File: src/rtl/alu_pkg.sv
// Shared definitions for the sequential execute-stage ALU: op codes, FSM state encoding, control width.
package alu_pkg;

  localparam int ALU_CW = 4;

  localparam logic [3:0] ALU_AND   = 4'b0000;
  localparam logic [3:0] ALU_OR    = 4'b0001;
  localparam logic [3:0] ALU_ADD   = 4'b0010;
  localparam logic [3:0] ALU_XOR   = 4'b0011;
  localparam logic [3:0] ALU_SUB   = 4'b0110;
  localparam logic [3:0] ALU_SLT   = 4'b0111;
  localparam logic [3:0] ALU_MULTU = 4'b1000;
  localparam logic [3:0] ALU_DIVU  = 4'b1001;
  localparam logic [3:0] ALU_NOR   = 4'b1100;

  typedef enum logic [1:0] {
    S_IDLE = 2'd0,
    S_MUL  = 2'd1,
    S_DIV  = 2'd2,
    S_DONE = 2'd3
  } state_t;

endpackage

File: src/rtl/alu_muldiv_iter.sv
// Iterative unsigned multiply (shift-add) / divide (restoring), one bit per cycle over WIDTH cycles.
// lo_next/hi_next are the values after the current step, so the caller can capture the final step directly.
module alu_muldiv_iter #(
  parameter int WIDTH = 32
) (
  input  logic             clk,
  input  logic             rst,
  input  logic             start,
  input  logic             is_div,
  input  logic [WIDTH-1:0] a,
  input  logic [WIDTH-1:0] b,
  output logic             busy,
  output logic             done,
  output logic [WIDTH-1:0] lo_next,
  output logic [WIDTH-1:0] hi_next
);

  localparam int CNTW = $clog2(WIDTH) + 1;

  logic [CNTW-1:0]  cnt;
  logic             div_q;
  logic [WIDTH-1:0] hi_q;
  logic [WIDTH-1:0] lo_q;
  logic [WIDTH-1:0] opnd_q;
  logic [WIDTH:0]   sum;
  logic [WIDTH:0]   rem_try;
  logic             take;

  assign busy = (cnt != '0);
  assign done = (cnt == CNTW'(1));

  // Multiply: hi accumulates, lo holds the multiplier shifting out LSB-first.
  // Divide: hi is the partial remainder, lo shifts the dividend out and quotient bits in.
  always_comb begin
    sum     = {1'b0, hi_q} + (lo_q[0] ? {1'b0, opnd_q} : '0);
    rem_try = {hi_q, lo_q[WIDTH-1]};
    take    = (rem_try >= {1'b0, opnd_q});
    if (div_q) begin
      hi_next = take ? (rem_try[WIDTH-1:0] - opnd_q) : rem_try[WIDTH-1:0];
      lo_next = {lo_q[WIDTH-2:0], take};
    end else begin
      hi_next = sum[WIDTH:1];
      lo_next = {sum[0], lo_q[WIDTH-1:1]};
    end
  end

  always_ff @(posedge clk) begin
    if (rst) begin
      cnt    <= '0;
      div_q  <= 1'b0;
      hi_q   <= '0;
      lo_q   <= '0;
      opnd_q <= '0;
    end else if (start) begin
      cnt    <= CNTW'(WIDTH);
      div_q  <= is_div;
      hi_q   <= '0;
      lo_q   <= is_div ? a : b;
      opnd_q <= is_div ? b : a;
    end else if (busy) begin
      cnt  <= cnt - CNTW'(1);
      hi_q <= hi_next;
      lo_q <= lo_next;
    end
  end

endmodule

File: src/rtl/alu_seq_exec.sv
// Clocked execute-stage ALU with valid/ready handshake and registered results.
// Optional iterative MULTU/DIVU enabled by defining ALU_MULDIV_EN.
module alu_seq_exec
  import alu_pkg::*;
#(
  parameter int WIDTH = 32,
  parameter int CW    = ALU_CW
) (
  input  logic             clk,
  input  logic             rst,
  input  logic             iValid,
  input  logic [WIDTH-1:0] iA,
  input  logic [WIDTH-1:0] iB,
  input  logic [CW-1:0]    iALUctrl,
  output logic             oReady,
  output logic             oValid,
  output logic [WIDTH-1:0] oRes,
  output logic [WIDTH-1:0] oHi,
  output logic             oZero,
  output logic             oDivZero,
  output state_t           oState
);

  // Handshake: a request transfers on a rising edge where iValid && oReady; the
  // requester holds it while oReady is low, and oValid pulses once per accepted op.

  localparam logic [CW-1:0] OP_AND = CW'(ALU_AND);
  localparam logic [CW-1:0] OP_OR  = CW'(ALU_OR);
  localparam logic [CW-1:0] OP_ADD = CW'(ALU_ADD);
  localparam logic [CW-1:0] OP_XOR = CW'(ALU_XOR);
  localparam logic [CW-1:0] OP_SUB = CW'(ALU_SUB);
  localparam logic [CW-1:0] OP_SLT = CW'(ALU_SLT);
  localparam logic [CW-1:0] OP_NOR = CW'(ALU_NOR);

  state_t           state;
  logic             accept;
  logic [WIDTH-1:0] comb_res;
  logic [WIDTH-1:0] comb_hi;

  assign oState = state;
  assign oReady = (state == S_IDLE) || (state == S_DONE);
  assign accept = iValid && oReady;

`ifdef ALU_MULDIV_EN
  localparam logic [CW-1:0] OP_MULTU = CW'(ALU_MULTU);
  localparam logic [CW-1:0] OP_DIVU  = CW'(ALU_DIVU);

  logic             is_mul;
  logic             is_div;
  logic             md_start;
  logic             md_busy;
  logic             md_done;
  logic [WIDTH-1:0] md_lo;
  logic [WIDTH-1:0] md_hi;
  logic             zero_q;
  logic             div_zero_q;

  assign is_mul   = (iALUctrl == OP_MULTU);
  assign is_div   = (iALUctrl == OP_DIVU);
  // Divide by zero skips iteration and resolves on the single-cycle path.
  assign md_start = accept && (is_mul || (is_div && (iB != '0)));
  assign oDivZero = div_zero_q;

  alu_muldiv_iter #(.WIDTH(WIDTH)) u_muldiv (
    .clk     (clk),
    .rst     (rst),
    .start   (md_start),
    .is_div  (is_div),
    .a       (iA),
    .b       (iB),
    .busy    (md_busy),
    .done    (md_done),
    .lo_next (md_lo),
    .hi_next (md_hi)
  );
`else
  assign oDivZero = 1'b0;
`endif

  always_comb begin
    comb_res = '0;
    comb_hi  = '0;
    case (iALUctrl)
      OP_ADD:  comb_res = iA + iB;
      OP_SUB:  comb_res = iA - iB;
      OP_AND:  comb_res = iA & iB;
      OP_OR:   comb_res = iA | iB;
      OP_XOR:  comb_res = iA ^ iB;
      OP_NOR:  comb_res = ~(iA | iB);
      OP_SLT:  comb_res = {{(WIDTH-1){1'b0}}, (iA < iB)};
`ifdef ALU_MULDIV_EN
      OP_DIVU: begin
        comb_res = '1;
        comb_hi  = iA;
      end
`endif
      default: begin
        comb_res = '0;
        comb_hi  = '0;
      end
    endcase
  end

  always_ff @(posedge clk) begin
    if (rst) begin
      state  <= S_IDLE;
      oValid <= 1'b0;
      oRes   <= '0;
      oHi    <= '0;
      oZero  <= 1'b0;
`ifdef ALU_MULDIV_EN
      zero_q     <= 1'b0;
      div_zero_q <= 1'b0;
`endif
    end else begin
      oValid <= 1'b0;
      case (state)
        S_IDLE, S_DONE: begin
          state <= S_IDLE;
          if (accept) begin
`ifdef ALU_MULDIV_EN
            if (md_start) begin
              state  <= is_div ? S_DIV : S_MUL;
              zero_q <= (iA == iB);
            end else
`endif
            begin
              state  <= S_DONE;
              oValid <= 1'b1;
              oRes   <= comb_res;
              oHi    <= comb_hi;
              oZero  <= (iA == iB);
`ifdef ALU_MULDIV_EN
              div_zero_q <= is_div;
`endif
            end
          end
        end
`ifdef ALU_MULDIV_EN
        S_MUL, S_DIV: begin
          // A lost busy also exits, so the FSM can never stall here.
          if (md_done || !md_busy) begin
            state      <= S_DONE;
            oValid     <= 1'b1;
            oRes       <= md_lo;
            oHi        <= md_hi;
            oZero      <= zero_q;
            div_zero_q <= 1'b0;
          end
        end
`endif
        default: state <= S_IDLE;
      endcase
    end
  end

endmodule

File: config.mk
export PLATFORM = sky130hd
export DESIGN_NAME = alu_seq_exec
export DESIGN_NICKNAME = d
export VERILOG_FILES = /design/src/rtl/alu_pkg.sv /design/src/rtl/alu_muldiv_iter.sv /design/src/rtl/alu_seq_exec.sv
export SDC_FILE = /design/constraint.sdc
export NUM_CORES = 1
export LEC_CHECK = 0
export CORE_MARGIN = 5
export CORE_UTILIZATION = 54
export CTS_CLUSTER_SIZE = 10
export DETAILED_ROUTE_END_ITERATION = 10
export GPL_TIMING_DRIVEN = 0
export PLACE_DENSITY = 0.88
export SYNTH_ARGS = -nofsm -noshare
export SYNTH_HDL_FRONTEND = slang
export SYNTH_HIERARCHICAL = 1
export SYNTH_SLANG_ARGS = --single-unit
export TNS_END_PERCENT = 5
File: constraint.sdc
create_clock -name clk -period 4.1 [get_ports clk]
set_clock_uncertainty 0.05 [all_clocks]
set_input_delay 0.41 -clock clk [delete_from_list [all_inputs] [get_ports clk]]
set_output_delay 0.41 -clock clk [all_outputs]
set_load 0.005 [all_outputs]
# [Word level (Yosys, flattened, before mapping)]
# Cells that the tools add are included.
[word_totals] ff_bits=36 inputBits=71
[classes] add_sub_neg=2 magnitude_cmp=1 eq_ne=8 muxes=3 bitwise=5 n_reduce_logical=7
[op_table] operator="$pmux W32 S7" count=1
[op_table] operator="$add A32 B32 Y32" count=1
[op_table] operator="$and A32 B32 Y32" count=1
[op_table] operator="$eq A32 B32 Y1" count=1
[op_table] operator="$lt A32 B32 Y1" count=1
[op_table] operator="$not A32 Y32" count=1
[op_table] operator="$or A32 B32 Y32" count=1
[op_table] operator="$sub A32 B32 Y32" count=1
[op_table] operator="$xor A32 B32 Y32" count=1
[op_table] operator="$eq A4 B2 Y1 const B" count=2
[op_table] operator="$eq A4 B3 Y1 const B" count=2
[op_table] operator="$eq A4 B1 Y1 const B" count=1
[op_table] operator="$eq A4 B4 Y1 const B" count=1
[op_table] operator="$logic_not A4 Y1" count=1
[op_table] operator="$reduce_or A2 Y1" count=2
[op_table] operator="$eq A2 B2 Y1 const B" count=1
[op_table] operator="$logic_not A2 Y1" count=1
[op_table] operator="$mux W2" count=1
[op_table] operator="$reduce_and A2 Y1" count=1
[op_table] operator="$logic_and A1 B1 Y1" count=1
[op_table] operator="$logic_or A1 B1 Y1" count=1
[op_table] operator="$mux W1" count=1
[op_table] operator="$not A1 Y1" count=1

# [Longest topological paths before layout]
[depth] depth_word=4 ltp_mapped=12

# [Worst setup path before layout]
# OpenSTA, ideal clock, no wires.
[synth_path] path_type="input-to-reg" from="input iA[14]" to="register oRes[28]" setup_ns=0.120 arrival_time_ns=2.580 required_ns=3.930 path_slack_ns=1.350 path_stages=12 n_path_buf=1 path_cell_list="inv_1 -> ha_1 -> buf_6 -> or4_4 -> nor4_4 -> o21ai_1 -> a21oi_1 -> nor3_2 -> o21bai_2 -> a2111o_1 -> o211ai_1 -> o31a_1"
[synth_between] elab_chain_cells=2
[synth_lines] element="from (decl)" line_no="alu_seq_exec.sv:12" rtl="input logic [WIDTH-1:0] iA,"
[synth_lines] element="$sub A32 B32 Y32 or $add A32 B32 Y32 (tied branches)" line_no="alu_seq_exec.sv:85, alu_seq_exec.sv:84"
[synth_lines] element="$pmux W32 S7 (*)" line_no="alu_seq_exec.sv:83" rtl="case (iALUctrl)"
[synth_lines] element="to (signal assigned)" line_no="alu_seq_exec.sv:130" rtl="oRes <= comb_res;"
[synth_lines] element="to (decl)" line_no="alu_seq_exec.sv:17" rtl="output logic [WIDTH-1:0] oRes,"
# Every way passes the cells marked *; elsewhere a longest branch is shown, timed or not.
# A chain may end at the register's enable or synchronous reset.

# [Final worst setup path]
[layout_path] from="input iB[1]" to="register oRes[31]"
[layout_between] elab_chain_cells=2
[layout_lines] element="from (decl)" line_no="alu_seq_exec.sv:13" rtl="input logic [WIDTH-1:0] iB,"
[layout_lines] element="$sub A32 B32 Y32 or $add A32 B32 Y32 (tied branches)" line_no="alu_seq_exec.sv:85, alu_seq_exec.sv:84"
[layout_lines] element="$pmux W32 S7 (*)" line_no="alu_seq_exec.sv:83"
# Marks and branches as above.

==> results_dict.tcl <==
set metrics [dict create \
    crit_arrival_ns 4.01 \
    fp-row-count 41 \
    clock_sinks 34 \
    yosysWarnings 6 \
    cts-root-buf "clkbuf_16" \
    netlist_area_um2 7060 \
    drive_gt1_share_pct 8.77 \
    fillers 1149 \
    rrSetupSlack_ns 2.48 \
    design.die.area_um2 15500 \
    vias 8566 \
    finalCriticalPeriod_ns 3.89 \
    dp.cells 1328 \
    gp_congestion 1.02 \
    drc 0 \
    finalSetupViolations 0 \
    synth_cells 1019 \
    hold_buffers 0 \
    clk_pin_slew_worst_paths_ns 0.07 \
    grt_pass1_wl_um 43700 \
    yosys.area.top_type "ha_1" \
    dp.final_hpwl_um 21900 \
    status "finished clean" \
    crit_start "iB[1]" \
    ys_seq_area_share_pct 9.65 \
    synth-edff-count 0 \
    period_share_pct 94.8 \
    cts_tree "built" \
    p_leak_nw 3.75 \
    ctsHtreeMaxLevel 2 \
    r2r-start "oRes[18]" \
    worst_pin_slew_ns 0.997 \
    grt_antenna_before_repair 0 \
    ys.flop_type "dfxtp_1" \
    register_area_um2 681 \
    core_area_um2 12700 \
    ctsResizeCount 0 \
    synth_cell_types 84 \
    drt_iter0_markers 1386 \
    syn_area_per_cell_um2 6.92 \
    worstPathMaxFanout 6 \
    yosysTopAreaCellShare_pct 17.9 \
    finalNetCount 1337 \
    cap_violations 0 \
    slew_viol_final 0 \
    antenna_cells 0 \
    power_mw 1.79 \
    fmax_ghz 0.257 \
    cts_made_buffers 5 \
    drt-total-wl_um 28700 \
    power_density_nw_per_um2 208 \
    first_global_vias 7969 \
    initial_utilization_pct 55.5 \
    clock_latency_ns 0.29 \
    critPathCapture "oRes[31]" \
    wl_per_cell_um 21.5 \
    gr-total-overflow 0 \
    multi_input_comb_area_um2 5590 \
    ir_worst_vdd_mv 0.156 \
    crit_type "input pin to flip-flop" \
    grt_max_degree 11 \
    port_buffers 105 \
    vias_per_cell 6.42 \
    ant_nets 0 \
    synth_seq_cells 34 \
    start_kind "input pin" \
    finalNonFillerCells 1335 \
    first_pass_iters 7 \
    grt.total_usage_pct 34.6 \
    die_x_um 124 \
    ys_async_sr_fraction_pct 0 \
    relSlewSlack_pct 33.3 \
    synthTopCellsByArea "ha_1, dfxtp_1, a21oi_1, nor2_1, inv_1" \
    post-cts-setup-buffer-count 0 \
    syn_to_final_growth_pct 22.2 \
    rr_worst_depth 5 \
    clockBufferDepth 2 \
    whs_ns 0.420 \
    worstHoldPathType "flip-flop to flip-flop" \
    die_h_um 124 \
    rsz0062_at_grt "false" \
    setup_tns_ns 0 \
    cp_data_required_time_ns 4.22 \
    hold_violations 0 \
    ios 141 \
    timing.rr.end "oRes[18]" \
    endpoint_kind "flip-flop" \
]
## kinds of logic after synthesis
| family | after synthesis | share of synthesized area [%] |
|---|---|---|
| buf+inv | 195 | 13.0 |
| simple gates | 304 | 20.4 |
| flops | 34 | 9.65 |
| compound gates | 356 | 35.0 |
| other cells | 2 | 0.106 |
| fa+ha+maj | 103 | 18.5 |
| mux | 8 | 1.24 |
| xor+xnor | 17 | 2.11 |
## layout make-up
cell class	instances	share of cell area (%)
multi-input combinational	822	64.8
timing repair buffer	105	12.2
sequential	34	7.89
buffer	89	6.01
inverter	106	4.64
tap	172	2.50
clock buffer	6	1.61
clock inverter	1	0.348
## Yosys cell counts (14+ instances only)
master / n
dfxtp_1: 34
buf_4: 38
nand3_1: 18
a221oi_1: 22
nor3_1: 23
buf_2: 15
ha_1: 101
a211oi_1: 14
clkbuf_1: 30
nand2_1: 69
xnor2_1: 14
nor2_1: 125
o21ai_0: 58
a21oi_1: 98
inv_1: 100
a21o_1: 15
nor2b_1: 14
## stage by stage
step	util [%]	setup WS [ns]	cell area (um^2)
after floorplan	-	1.35	7180
after global placement	66.4	-0.00734	8440
after detailed placement	66.4	0.00576	8440
after CTS	67.7	0.285	8610
after global routing	67.8	0.124	8620
final	67.8	0.212	8620
## flip-flops by register name, summed over array words and instances (netlist names)
register	cells
oZero	1
oState	1
oRes	32
## power by group
group | internal (mW) | switching [mW] | total (mW)
sequential | 0.339 | 0.00691 | 0.346
combinational | 0.379 | 0.590 | 0.969
clock | 0.301 | 0.177 | 0.479
total | 1.02 | 0.774 | 1.79
## how the worst min path moves through the flow
stage                       start       to  slack, ns  depth (start not counted)
after floorplan           oRes[0]  oRes[0]       0.40                          2
after global placement      oZero    oZero       0.40                          2
after detailed placement  oRes[5]  oRes[5]       0.41                          2
after CTS                 oRes[5]  oRes[5]       0.42                          2
after global routing      oRes[5]  oRes[5]       0.44                          2
final                     oRes[5]  oRes[5]       0.42                          2
## worst max-delay path, stage by stage
cell	delay [ns]
clkdlybuf4s50_1	0.53
inv_1	0.11
ha_1	0.40
a211oi_1	0.13
o21ai_0	0.31
nand3_1	0.31
a21oi_1	0.50
a41oi_1	0.40
o211ai_1	0.37
mux2_2	0.37
nand2_1	0.09
a21oi_2	0.06
## cell usage in the layout, fill, tap and decap left out, drive strengths merged, types with 8 or more instances in the layout
cell type,synthesis,routed
o21bai,11,11
nor3,25,25
ha,101,101
conb,2,34
dfxtp,34,34
nor2,125,125
o21ai,70,70
o211ai,12,12
a211oi,14,14
clkdlybuf4s50,0,105
o22ai,8,8
or3,8,8
nand2,69,69
clkbuf,30,36
a22o,11,11
a21o,15,15
a221oi,24,24
buf,59,59
nor2b,14,14
o21a,8,8
a221o,10,10
nand3,18,18
xnor2,14,14
o31ai,8,8
inv,103,103
a21oi,101,101
nor4,14,14
## metal layers
metal	vias up	wire [um]	global-route usage [%]
li1	3886	-	-
met3	138	3970	9.65
met2	644	12000	51.4
met4	0	1410	15.0
met1	3898	11400	46.6
met5	-	0	0
No activity file was read; power rests on OpenSTA's default activity.
